===== config.mk =====
export PLATFORM = sky130hd
export DESIGN_NAME = jk_count_ctrl_flat
export DESIGN_NICKNAME = d
export VERILOG_FILES = /design/src/rtl/jk_ctrl_pkg.sv /design/src/rtl/jk_count_ctrl_if.sv /design/src/rtl/jk_cell.sv /design/src/rtl/jk_count_ctrl.sv /design/src/flat_wrapper.sv
export SDC_FILE = /design/constraint.sdc
export NUM_CORES = 1
export LEC_CHECK = 0
export ABC_CLOCK_PERIOD_IN_PS = 2200
export BUFFER_PORTS_ARGS = -buffer_cell sky130_fd_sc_hd__buf_2
export CAP_MARGIN = 10
export CORE_MARGIN = 2
export CORE_UTILIZATION = 48
export DETAILED_ROUTE_END_ITERATION = 12
export PLACE_DENSITY = 0.75
export SLEW_MARGIN = 20
export SYNTH_ARGS = -nofsm -noshare
export SYNTH_HDL_FRONTEND = slang
export SYNTH_SLANG_ARGS = --single-unit

===== constraint.sdc =====
create_clock -name clk -period 2.2 [get_ports clk]
set_input_delay 0.33 -clock clk [delete_from_list [all_inputs] [get_ports clk]]
set_output_delay 0.33 -clock clk [all_outputs]
set_load 0.005 [all_outputs]

===== src/rtl/jk_ctrl_pkg.sv =====
// Shared definitions for the JK counter sequencer: FSM state encoding,
// the JK excitation op codes and the single-cell next-state rule.
package jk_ctrl_pkg;

    typedef enum logic [1:0] {
        S_IDLE = 2'b00,
        S_RUN  = 2'b01,
        S_DONE = 2'b10
    } state_t;

    // Op codes are the {J,K} pair applied to one cell.
    localparam logic [1:0] JK_HOLD = 2'b00;
    localparam logic [1:0] JK_RST  = 2'b01;
    localparam logic [1:0] JK_SET  = 2'b10;
    localparam logic [1:0] JK_TGL  = 2'b11;

    function automatic logic jkNext(input logic [1:0] op, input logic qCur);
        logic result;
        result = qCur;
        case (op)
            JK_RST:  result = 1'b0;
            JK_SET:  result = 1'b1;
            JK_TGL:  result = ~qCur;
            default: result = qCur;
        endcase
        return result;
    endfunction

endpackage


===== src/rtl/jk_count_ctrl_if.sv =====
// Command/status bundle between control logic and the JK counter sequencer.
interface jk_count_ctrl_if #(
    parameter int WIDTH = 4
);
    logic             start;
    logic [WIDTH-1:0] len;
    logic             dir;
    logic             load;
    logic [WIDTH-1:0] load_val;
    logic             hold;
    logic [WIDTH-1:0] q;
    logic [WIDTH-1:0] j_bus;
    logic [WIDTH-1:0] k_bus;
    logic             busy;
    logic             wrap;
    logic             done;

    modport master (
        output start, len, dir, load, load_val, hold,
        input  q, j_bus, k_bus, busy, wrap, done
    );

    modport slave (
        input  start, len, dir, load, load_val, hold,
        output q, j_bus, k_bus, busy, wrap, done
    );
endinterface


===== src/rtl/jk_cell.sv =====
// One JK flip-flop with synchronous active-low reset; the counter bank is
// built from these so every bit change goes through its J/K pair.
module jk_cell
    import jk_ctrl_pkg::*;
(
    input  logic clk,
    input  logic reset,
    input  logic j,
    input  logic k,
    output logic q
);

    logic q_q;

    always_ff @(posedge clk) begin
        if (!reset) begin
            q_q <= 1'b0;
        end else begin
            q_q <= jkNext({j, k}, q_q);
        end
    end

    assign q = q_q;

endmodule


===== src/rtl/jk_count_ctrl.sv =====
// Sequencer for a bank of JK cells run as a programmable mod-MOD up/down
// counter: accepts load/start commands and drives per-bit J/K excitation.
module jk_count_ctrl
    import jk_ctrl_pkg::*;
#(
    parameter int WIDTH = 4,
    parameter int MOD   = 10
) (
    input  logic clk,
    input  logic reset,
    jk_count_ctrl_if.slave bus
);

    localparam logic [WIDTH-1:0] MAX_VAL = WIDTH'(MOD - 1);
    localparam logic [WIDTH:0]   MOD_W   = (WIDTH + 1)'(MOD);

    state_t           state_q;
    logic [WIDTH-1:0] remain_q;
    logic             runDir_q;
    logic             wrap_q;
    logic             done_q;

    logic [WIDTH-1:0] count;
    logic [WIDTH-1:0] count_d;
    logic [WIDTH-1:0] jBus;
    logic [WIDTH-1:0] kBus;
    logic             stepFires;
    logic             stepWraps;

    function automatic logic [WIDTH-1:0] satLoad(input logic [WIDTH-1:0] v);
        logic [WIDTH-1:0] result;
        result = v;
        if ({1'b0, v} >= MOD_W) begin
            result = MAX_VAL;
        end
        return result;
    endfunction

    // Target value for the bank; held equal to the present value whenever
    // nothing should move so the excitation collapses to J=K=0.
    always_comb begin
        count_d   = count;
        stepFires = 1'b0;
        stepWraps = 1'b0;
        if (reset) begin
            case (state_q)
                S_IDLE: begin
                    if (bus.load) begin
                        count_d = satLoad(bus.load_val);
                    end
                end
                S_RUN: begin
                    if (!bus.hold) begin
                        stepFires = 1'b1;
                        if (runDir_q) begin
                            if (count == MAX_VAL) begin
                                count_d   = '0;
                                stepWraps = 1'b1;
                            end else begin
                                count_d = count + WIDTH'(1);
                            end
                        end else begin
                            if (count == '0) begin
                                count_d   = MAX_VAL;
                                stepWraps = 1'b1;
                            end else begin
                                count_d = count - WIDTH'(1);
                            end
                        end
                    end
                end
                default: begin
                    count_d = count;
                end
            endcase
        end
    end

    assign jBus = ~count & count_d;
    assign kBus = count & ~count_d;

    // Control FSM; done is raised on the same edge that enters DONE.
    always_ff @(posedge clk) begin
        if (!reset) begin
            state_q  <= S_IDLE;
            remain_q <= '0;
            runDir_q <= 1'b0;
            wrap_q   <= 1'b0;
            done_q   <= 1'b0;
        end else begin
            wrap_q <= stepWraps;
            done_q <= 1'b0;
            case (state_q)
                S_IDLE: begin
                    if (bus.start && !bus.load) begin
                        if (bus.len != '0) begin
                            remain_q <= bus.len;
                            runDir_q <= bus.dir;
                            state_q  <= S_RUN;
                        end else begin
                            state_q <= S_DONE;
                            done_q  <= 1'b1;
                        end
                    end
                end
                S_RUN: begin
                    if (stepFires) begin
                        remain_q <= remain_q - WIDTH'(1);
                        if (remain_q == WIDTH'(1)) begin
                            state_q <= S_DONE;
                            done_q  <= 1'b1;
                        end
                    end
                end
                S_DONE: begin
                    state_q <= S_IDLE;
                end
                default: begin
                    state_q <= S_IDLE;
                end
            endcase
        end
    end

    for (genvar i = 0; i < WIDTH; i++) begin : g_cell
        jk_cell u_cell (
            .clk   (clk),
            .reset (reset),
            .j     (jBus[i]),
            .k     (kBus[i]),
            .q     (count[i])
        );
    end

    assign bus.q     = count;
    assign bus.j_bus = jBus;
    assign bus.k_bus = kBus;
    assign bus.busy  = (state_q == S_RUN);
    assign bus.wrap  = wrap_q;
    assign bus.done  = done_q;

endmodule


===== src/flat_wrapper.sv =====
// flat-port wrapper written by rule: the top's interface ports become plain ports
module jk_count_ctrl_flat import jk_ctrl_pkg::*;
#(
    parameter int WIDTH = 4,
    parameter int MOD   = 10
)
  (clk, reset, bus_start, bus_len, bus_dir, bus_load, bus_load_val, bus_hold, bus_q, bus_j_bus, bus_k_bus, bus_busy, bus_wrap, bus_done);
  jk_count_ctrl_if #(.WIDTH(WIDTH)) bus_i ();
  input  logic clk;
  input  logic reset;
  input wire logic [$bits(bus_i.start)-1:0] bus_start;
  input wire logic [$bits(bus_i.len)-1:0] bus_len;
  input wire logic [$bits(bus_i.dir)-1:0] bus_dir;
  input wire logic [$bits(bus_i.load)-1:0] bus_load;
  input wire logic [$bits(bus_i.load_val)-1:0] bus_load_val;
  input wire logic [$bits(bus_i.hold)-1:0] bus_hold;
  output wire logic [$bits(bus_i.q)-1:0] bus_q;
  output wire logic [$bits(bus_i.j_bus)-1:0] bus_j_bus;
  output wire logic [$bits(bus_i.k_bus)-1:0] bus_k_bus;
  output wire logic [$bits(bus_i.busy)-1:0] bus_busy;
  output wire logic [$bits(bus_i.wrap)-1:0] bus_wrap;
  output wire logic [$bits(bus_i.done)-1:0] bus_done;
  assign bus_i.start = bus_start;
  assign bus_i.len = bus_len;
  assign bus_i.dir = bus_dir;
  assign bus_i.load = bus_load;
  assign bus_i.load_val = bus_load_val;
  assign bus_i.hold = bus_hold;
  assign bus_q = bus_i.q;
  assign bus_j_bus = bus_i.j_bus;
  assign bus_k_bus = bus_i.k_bus;
  assign bus_busy = bus_i.busy;
  assign bus_wrap = bus_i.wrap;
  assign bus_done = bus_i.done;
  jk_count_ctrl #(.WIDTH(WIDTH), .MOD(MOD)) u_core (.clk(clk), .reset(reset), .bus(bus_i));
endmodule

-- Word level (Yosys, flattened, before mapping)
Index checks and enable logic that the tools add are counted.
- flip-flop bits (word level): 13
- input bits: 14
- output and inout port bits: 15
- logic and storage cells: 88
- add/subtract/negate cells: 3
- $lt $le $gt $ge: 1
- equal/unequal tests: 19
- mux-type cells: 32
- bitwise gates (word level): 10
- reductions and logical operators: 14
- operators by type and width (cell ; count):
    4-bit two-way mux ; 10
    2-bit == test (second input constant) ; 8
    4-bit one-hot mux with 2 select lines ; 2
    1-bit one-hot mux with 3 select lines ; 4
    3-bit nonzero test ; 4
    2-bit by 1-bit == test with 1-bit output (second input constant) ; 5
    1-bit two-way mux ; 10
    4-bit AND ; 2
    2-bit two-way mux ; 4
    2-bit by 1-bit inequality test with 1-bit output (second input constant) ; 4
    4-bit NOT ; 2
    4-bit by 1-bit subtractor with 4-bit output (second input constant) ; 2
    1-bit NOT ; 6
    3-bit AND reduction ; 2
    4-bit by 1-bit adder with 4-bit output (second input constant) ; 1
    4-bit by 1-bit == test with 1-bit output (second input constant) ; 1
    4-bit == test (second input constant) ; 1
    4-bit greater-or-equal comparator (second input constant) ; 1
    4-bit logical NOT ; 1
    2-bit one-hot mux with 2 select lines ; 1
    4-bit AND reduction ; 1
    4-bit nonzero test ; 1
    3-bit OR reduction ; 1
    2-bit logical NOT ; 1
    other kinds (4) ; 4

-- Logic depth before layout (Yosys ltp)
Gate-level depths: netlist (run 1).
- depth after elaboration: 10
- gate-level depth with buffers: 10
- gate-level depth less buffers: 10

-- Hierarchy
Synthesis (run 1) repeated with hierarchy kept, for this count alone.
- cell total of the unflattened synthesis: 136
- area total of the unflattened synthesis: 1083.5 µm²
- modules (own cells, without submodules) (module ; times used ; cells an instance ; area an instance (µm²) ; sequential area each (µm²)):
    jk_count_ctrl ; 1 ; 124 ; 948.4 ; 180.2
    jk_cell ; 4 ; 3 ; 33.8 ; 20.0

-- Worst setup path after synthesis (run 1)
OpenSTA, ideal clock, no wires.
- path type: flip-flop to output port
- start point: reg u_core.g_cell[1].u_cell.q_q
- end point: out bus_k_bus[3]
- data arrival time: 1.819 ns
- data required time: 1.870 ns
- path slack: 0.051 ns
- stages on the path, launching flop included: 9
- buffers on the path: 1
- path through: dfxtp_1 -> inv_1 -> ha_1 -> a41oi_2 -> o21ai_1 -> o31ai_2 -> o221ai_1 -> ha_1 -> buf_4
- cells in the longest elaborated chain, start to end: 8
- elaborated cells between the ends (all ways): 12
- those cells by class: 2 x add/sub; 1 x eq/ne; 6 x mux; 2 x bitwise; 1 x reduce/logical
- ends and longest elaborated chain (what ; line ; RTL):
    start, declared ; jk_cell.sv:13 ; logic q_q;
    start signal, assigned ; jk_cell.sv:19 ; q_q <= jkNext({j, k}, q_q);
    4-bit by 1-bit subtractor with 4-bit output (tied with other cells) ; jk_count_ctrl.sv:67 ; count_d = count - WIDTH'(1);
    4-bit two-way mux (on tied branches) ; jk_count_ctrl.sv:63, jk_count_ctrl.sv:56 ;
    4-bit two-way mux (*) ; jk_count_ctrl.sv:55 ; if (runDir_q) begin
    4-bit two-way mux (*) ; jk_count_ctrl.sv:53 ; if (!bus.hold) begin
    4-bit one-hot mux with 2 select lines (*) ; jk_count_ctrl.sv:46 ; case (state_q)
    4-bit two-way mux (*) ; jk_count_ctrl.sv:45 ; if (reset) begin
    4-bit NOT (*) ; jk_count_ctrl.sv:80 ; assign kBus = count & ~count_d;
    4-bit AND (*) ; jk_count_ctrl.sv:80 ;
    end, declared ; flat_wrapper.sv:19 ; output wire logic [$bits(bus_i.k_bus)-1:0] bus_k_bus;
Every way passes the cells marked *; elsewhere a longest branch is shown, timed or not.

-- Worst setup path after layout (run 1)
- start point: reg u_core.g_cell[2].u_cell.q_q
- end point: out bus_j_bus[3]
- cells in the longest elaborated chain, start to end: 7
- elaborated cells between the ends (all ways): 11
- those cells by class: 2 x add/sub; 1 x eq/ne; 6 x mux; 1 x bitwise; 1 x reduce/logical
- ends and longest elaborated chain (what ; line ; RTL):
    start, declared ; jk_cell.sv:13 ;
    start signal, assigned ; jk_cell.sv:19 ;
    4-bit by 1-bit subtractor with 4-bit output (tied with other cells) ; jk_count_ctrl.sv:67 ;
    4-bit two-way mux (on tied branches) ; jk_count_ctrl.sv:63, jk_count_ctrl.sv:56 ;
    4-bit two-way mux (*) ; jk_count_ctrl.sv:55 ;
    4-bit two-way mux (*) ; jk_count_ctrl.sv:53 ;
    4-bit one-hot mux with 2 select lines (*) ; jk_count_ctrl.sv:46 ;
    4-bit two-way mux (*) ; jk_count_ctrl.sv:45 ;
    4-bit AND (*) ; jk_count_ctrl.sv:79 ; assign jBus = ~count & count_d;
    end, declared ; flat_wrapper.sv:18 ; output wire logic [$bits(bus_i.j_bus)-1:0] bus_j_bus;
Marked as above.

==> flow_metrics.env, run 1 <==
export IMPL_critical_path_arrival_ps=2000
export IMPL_drc=0
export IMPL_viasPerCell=5.79
export IMPL_crit_type="reg2out"
export IMPL_grtUsageTotal_pct=20.1
export IMPL_areaGrowthSynthToFinish_pct=23.8
export IMPL_required_ps=1870
export IMPL_finalSetupTns_ps=-348
export IMPL_synth_net_count=177
export IMPL_power_internal_mw=0.498
export IMPL_maxCapViolations=0
export IMPL_die_y_um=54.6
export IMPL_numCtsBuffers=3
export IMPL_clock_skew_ps=12.5
export IMPL_n_antenna_cell=0
export IMPL_grt_pass1_vias=1006
export IMPL_yosysUniqueCellTypes=40
export IMPL_final_setup_viol_count=7
export IMPL_switching_share_pct=36.9
export IMPL_critPathMaxFanout=9
export IMPL_ios=29
export IMPL_cts_buffer_depth=2
export IMPL_end_kind="output pin"
export IMPL_vdd_drop_max_mv=0.462
export IMPL_startpoint_type="flip-flop"
export IMPL_power_mw=0.788
export IMPL_floorplan_initialDensity_pct=50.1
export IMPL_htree_levels=1
export IMPL_routedWlPerCell_um=14.2
export IMPL_gr_total_overflow=0
export IMPL_syn_avg_cell_area_um2=8.20
export IMPL_insertion_delay_ps=280
export IMPL_dpl_hpwl_um=2080
export IMPL_netlist_area_mm2=0.00123
export IMPL_core_area_mm2=0.00245
export IMPL_ys_ff_latch=13
export IMPL_p_clk_share_pct=19.3
export IMPL_final_common_cell="buf_2"
export IMPL_cts_reportedPaths_clkPinSlew_ps=90
export IMPL_p_seq_share_pct=36.4
export IMPL_rsz0062_at_grt="true"
export IMPL_pwr_share_comb_pct=44.3
export IMPL_grt_pass1_wl_um=4400
export IMPL_ant_nets=0
export IMPL_dieArea_mm2=0.00298
export IMPL_routed_wl_um=2950
export IMPL_relSlewSlack_pct=74.0
export IMPL_finalCriticalPeriod_ps=2330
export IMPL_power_switching_mw=0.291
export IMPL_final_max_slew_viol_count=0
export IMPL_die_x_um=54.6
export IMPL_port_buffers=28
export IMPL_finish_instance_area_mm2=0.00152
export IMPL_power_density_mw_per_mm2=518
export IMPL_hp_class="in2reg"
export IMPL_synth_warnings=0
export IMPL_power_leakage_nw=0.676
export IMPL_grt_max_degree=15
export IMPL_dr_pass1_iters=5
export IMPL_drive_gt1_share_pct=43.8
export IMPL_max_freq_mhz=429
export IMPL_cts_root_buf="clkbuf_4"
export IMPL_antenna_found_initial=0
export IMPL_synthCells=150
export IMPL_fp_row_count=18
export IMPL_status="finished with violations"
export IMPL_nFillCells=215
export IMPL_drtIter0Drc=43
export IMPL_synth_seq_area_share_pct=21.2
export IMPL_routabilityCongestion=0.836
export IMPL_layout_common_cells="27 x buf_2, 14 x nor2_1, 14 x buf_4"
export IMPL_vias=1204
export IMPL_finalCritPeriodShare_pct=106
export IMPL_violations="negative setup slack"
export IMPL_placed_area_mm2=0.00135
export IMPL_nets=206
export IMPL_cts_sinks=13
export IMPL_setup_ws_ps=-132
export IMPL_cts_tree="built"
export IMPL_finalHoldViolCount=0
export IMPL_worst_slew_pin_slew_ps=390
## metrics by stage
step           utilization, %  instances  hold WS [ps]  worst slack, ps
3_3_place_gp             55.0        198           483              162
5_1_grt                  62.0        208           303             -244
4_1_cts                  59.4        207           287            -41.5
6_report                 62.0        208           294             -132
3_5_place_dp             55.0        198           505             58.0
2_1_floorplan               -        150           472             50.9
## Yosys cell counts, drive strengths merged
| library cell | number | area, um2 |
|---|---|---|
| xor2 | 1 | 8.76 |
| clkbuf | 2 | 7.51 |
| o211ai | 1 | 7.51 |
| o31ai | 1 | 12.5 |
| nor3b | 1 | 7.51 |
| nor3 | 4 | 20.0 |
| xnor2 | 1 | 8.76 |
| nor2 | 18 | 82.6 |
| or2 | 1 | 6.26 |
| nor4 | 6 | 67.6 |
| o41ai | 1 | 8.76 |
| buf | 17 | 118 |
| o21ai | 10 | 50.0 |
| nor2b | 1 | 6.26 |
| nand3b | 3 | 26.3 |
| o221ai | 2 | 17.5 |
| nand3 | 1 | 5.00 |
| a21boi | 1 | 7.51 |
| a21o | 2 | 15.0 |
| ha | 13 | 163 |
| a31oi | 2 | 12.5 |
| o22ai | 1 | 6.26 |
| mux2i | 6 | 60.1 |
| o221a | 3 | 33.8 |
| nor4b | 1 | 8.76 |
| inv | 11 | 41.3 |
| a41oi | 2 | 25.0 |
| a21oi | 11 | 55.1 |
| dfxtp | 13 | 260 |
| nand2 | 4 | 15.0 |
| o21a | 4 | 30.0 |
| nand2b | 3 | 18.8 |
| o22a | 2 | 17.5 |
## worst max-delay path, cell delays in order (launching register included)
cell and delay, ps:
dfxtp_4 420, buf_4 150, nor4b_1 60, a21oi_1 150, o21ai_1 90, o31ai_2 330
o221a_2 240, ha_2 170, buf_2 100
## worst paths after layout
| kind | slack (ps) | depth (start not counted) | end | startpoint |
|---|---|---|---|---|
| max | -130 | 8 | bus_j_bus[3] | u_core.g_cell[2].u_cell.q$_SDFFE_PN0P_ |
| min | 290 | 3 | u_core.runDir_q$_SDFFE_PN0P_ | bus_dir |
| max reg2reg | 180 | 9 | u_core.g_cell[3].u_cell.q$_SDFFE_PN0P_ | u_core.g_cell[2].u_cell.q$_SDFFE_PN0P_ |
| min reg2reg | 520 | 2 | u_core.remain_q[3]$_SDFFE_PN0P_ | u_core.remain_q[3]$_SDFFE_PN0P_ |
## timing repair
| action | 4_1_cts | 5_1_grt |
|---|---|---|
| endpoints found under the setup margin | 7 | 7 |
| gates resized for setup | 20 | 16 |
| hold buffers | 0 | 0 |
| pin swaps | 6 | 6 |
| hold endpoints to repair | 0 | 0 |
| setup buffers | 5 | 2 |
## power by group through the flow
stage	Combinational [mW]	Clock [mW]	Sequential (mW)
final	0.350	0.152	0.287
after global placement	0.286	0	0.283
after global routing	0.386	0.164	0.290
after floorplan	0.241	0	0.276
after detailed placement	0.297	0	0.285
after CTS	0.321	0.156	0.283
## flip-flops by register name, indices dropped and copies added (netlist names)
| register | cells |
|---|---|
| u_core.g_cell.u_cell.q | 4 |
| u_core.bus.wrap | 1 |
| u_core.bus.done | 1 |
| u_core.runDir_q | 1 |
| u_core.remain_q | 4 |
| u_core.state_q | 2 |
## metal layers
metal  up-vias  track usage, %  share of wire, %  routed length (um)
li1        586               -                 -                   -
met1       546            25.3                43                1270
met2        66            32.9                47                1400
met3         6            6.01               8.4                 247
met4         0            5.83               1.2                  36
met5         -               0                 0                   0
## cell families after synthesis
logic type	Yosys count	share of synthesized area [%]
fa+ha+maj	13	13.2
compound gates	43	24.3
flops	13	21.2
simple gates	43	21.5
buf+inv	30	13.5
mux	6	4.88
xor+xnor	2	1.42
## area by class of cell
class                           count  area [um2]  share of cell area (%)
Clock buffer                        4        26.3                    1.73
Sequential cell                    13         272                    17.8
Multi-Input combinational cell    107         878                    57.7
Tap cell                           30        37.5                    2.47
Inverter                           11        46.3                    3.04
Timing Repair Buffer               43         263                    17.3
Power figures use the tool's default switching activity.
==> run 2: changes to the inputs <==
==> constraint.sdc (replaced) <==
create_clock -name clk -period 2.2 [get_ports clk]
set_input_delay 0.66 -clock clk [delete_from_list [all_inputs] [get_ports clk]]
set_output_delay 0.66 -clock clk [all_outputs]
set_load 0.005 [all_outputs]
==> run 2 against run 1 <==
The run still ends with negative setup slack left. Routed wire length increased by 28%. Global-route usage increased by 4.7 points. Maximum frequency decreased by 12%. Critical path depth increased by 1. Final cell count increased by 12%. Via count increased by 13%. Total power increased by 17%. Sequential share of layout area decreased by 3.0 points. Critical endpoint is now bus_j_bus[1]. Largest cell class unchanged. Largest power group unchanged.
==> flow_metrics.env, run 2 (synthesis gave the netlist of run 1 again) <==
export IMPL_critPathMaxFanout=4
export IMPL_areaGrowthSynthToFinish_pct=51.4
export IMPL_n_antenna_cell=0
export IMPL_floorplan_initialDensity_pct=50.1
export IMPL_final_common_cell="buf_4"
export IMPL_finish_instance_area_mm2=0.00186
export IMPL_setup_ws_ps=-437
export IMPL_place_ws_ps=-291
export IMPL_status="finished with violations"
export IMPL_grt_max_degree=12
export IMPL_fin_util_pct=75.8
export IMPL_numCtsBuffers=3
export IMPL_power_leakage_nw=0.811
export IMPL_end_kind="output pin"
export IMPL_final_max_slew_viol_count=0
export IMPL_required_ps=1540
export IMPL_hold_path_end="u_core.remain_q[3]$_SDFFE_PN0P_"
export IMPL_ios=29
export IMPL_dpl_hpwl_um=2480
export IMPL_drive_gt1_share_pct=56.7
export IMPL_hp_class="reg2reg"
export IMPL_rsz0062_at_grt="true"
export IMPL_worst_slew_pin_slew_ps=441
export IMPL_finalCriticalPeriod_ps=2640
export IMPL_p_seq_share_pct=31.5
export IMPL_maxCapViolations=0
export IMPL_dr_pass1_iters=5
export IMPL_r2r_cells=10
export IMPL_die_y_um=54.6
export IMPL_holdWs_ps=526
export IMPL_vias=1355
export IMPL_fp_row_count=18
export IMPL_violations="negative setup slack"
export IMPL_p_clk_share_pct=17.0
export IMPL_drtIter0Drc=52
export IMPL_clock_skew_ps=4.86
export IMPL_pwr_share_comb_pct=51.6
export IMPL_finalCritPeriodShare_pct=120
export IMPL_finalHoldViolCount=0
export IMPL_gr_total_overflow=0
export IMPL_startpoint_type="flip-flop"
export IMPL_switching_share_pct=37.3
export IMPL_worstHoldPathCells=2
export IMPL_routedWlPerCell_um=16.2
export IMPL_grt_pass1_vias=1193
export IMPL_dieArea_mm2=0.00298
export IMPL_htree_levels=1
export IMPL_layout_common_cells="38 x buf_4, 24 x buf_2, 14 x nor2_1"
export IMPL_die_x_um=54.6
export IMPL_placed_area_mm2=0.00157
export IMPL_drc=0
export IMPL_core_area_mm2=0.00245
export IMPL_insertion_delay_ps=290
export IMPL_worst_r2r_setup_slack_ps=150
export IMPL_cts_root_buf="clkbuf_4"
export IMPL_critical_path_arrival_ps=1980
export IMPL_final_setup_viol_count=8
export IMPL_reg2reg_from="u_core.g_cell[1].u_cell.q$_SDFFE_PN0P_"
export IMPL_antenna_found_initial=0
export IMPL_port_buffers=28
export IMPL_cts_sinks=13
export IMPL_nFillCells=174
export IMPL_cts_reportedPaths_clkPinSlew_ps=80
export IMPL_ant_nets=0
export IMPL_relSlewSlack_pct=70.4
export IMPL_grtUsageTotal_pct=24.8
export IMPL_grt_pass1_wl_um=5200
export IMPL_max_freq_mhz=379
export IMPL_hp_start="u_core.remain_q[3]$_SDFFE_PN0P_"
export IMPL_hold_buffers=0
export IMPL_vdd_drop_max_mv=0.450
export IMPL_nets=231
export IMPL_power_mw=0.919
export IMPL_cts_tree="built"
export IMPL_power_internal_mw=0.577
export IMPL_power_density_mw_per_mm2=494
export IMPL_routabilityCongestion=0.847
export IMPL_viasPerCell=5.82
export IMPL_cts_buffer_depth=2
export IMPL_crit_type="reg2out"
export IMPL_reg2reg_to="u_core.g_cell[1].u_cell.q$_SDFFE_PN0P_"
export IMPL_routed_wl_um=3780
export IMPL_power_switching_mw=0.343
[run 2: worst max-delay path by stage]
stage                                      startpoint           end  slack [ps]  cells past startpoint
2_1_floorplan                                bus_hold  bus_k_bus[3]        -170                      7
3_3_place_gp                                 bus_hold  bus_k_bus[3]        -270                      7
3_5_place_dp                                    reset  bus_k_bus[0]        -290                      8
4_1_cts        u_core.g_cell[0].u_cell.q$_SDFFE_PN0P_  bus_j_bus[3]        -390                      9
5_1_grt        u_core.g_cell[0].u_cell.q$_SDFFE_PN0P_  bus_j_bus[1]        -510                      9
6_report       u_core.g_cell[1].u_cell.q$_SDFFE_PN0P_  bus_j_bus[1]        -440                      9
[run 2: per-stage QoR]
stage / TNS (ps) / std cells
2_1_floorplan: -640 / 150
3_3_place_gp: -1800 / 216
3_5_place_dp: -2020 / 216
4_1_cts: -2720 / 225
5_1_grt: -3540 / 233
6_report: -2980 / 233
[run 2: power by group through the flow]
stage / sequential [mW] / combinational, mW / clock [mW]
final: 0.289 / 0.474 / 0.156
after global routing: 0.292 / 0.519 / 0.166
after floorplan: 0.277 / 0.268 / 0
after global placement: 0.286 / 0.351 / 0
after detailed placement: 0.287 / 0.367 / 0
after CTS: 0.284 / 0.397 / 0.160
[run 2: final cells by class]
class                           instances  area (um2)  area share [%]
Tap cell                               30        37.5            2.02
Clock buffer                            4        26.3            1.41
Multi-Input combinational cell        107         976            52.4
Inverter                               11        52.6            2.82
Sequential cell                        13         275            14.8
Timing Repair Buffer                   68         494            26.5
[run 2: metal layers]
layer / vias up / global-route usage [%] / wire length [um]
met1: 648 / 28.4 / 1490
li1: 633 / - / -
met5: - / 0 / 0
met4: 0 / 13.3 / 98
met3: 12 / 6.28 / 279
met2: 62 / 41.9 / 1920
[run 2: worst max-delay path, cell delays in order, from the launching register on]
cell and delay (ps):
dfxtp_4 370, inv_6 70, ha_4 180, nand2b_4 80, o21a_1 200, nor2_2 140, nor3_2 80, o221a_2 280
ha_4 170, buf_6 110
[run 2: repair_timing]
item,in CTS,in global routing
gates resized for setup,14,26
endpoints found under the setup margin,8,8
pin swaps,11,17
setup buffers,5,9
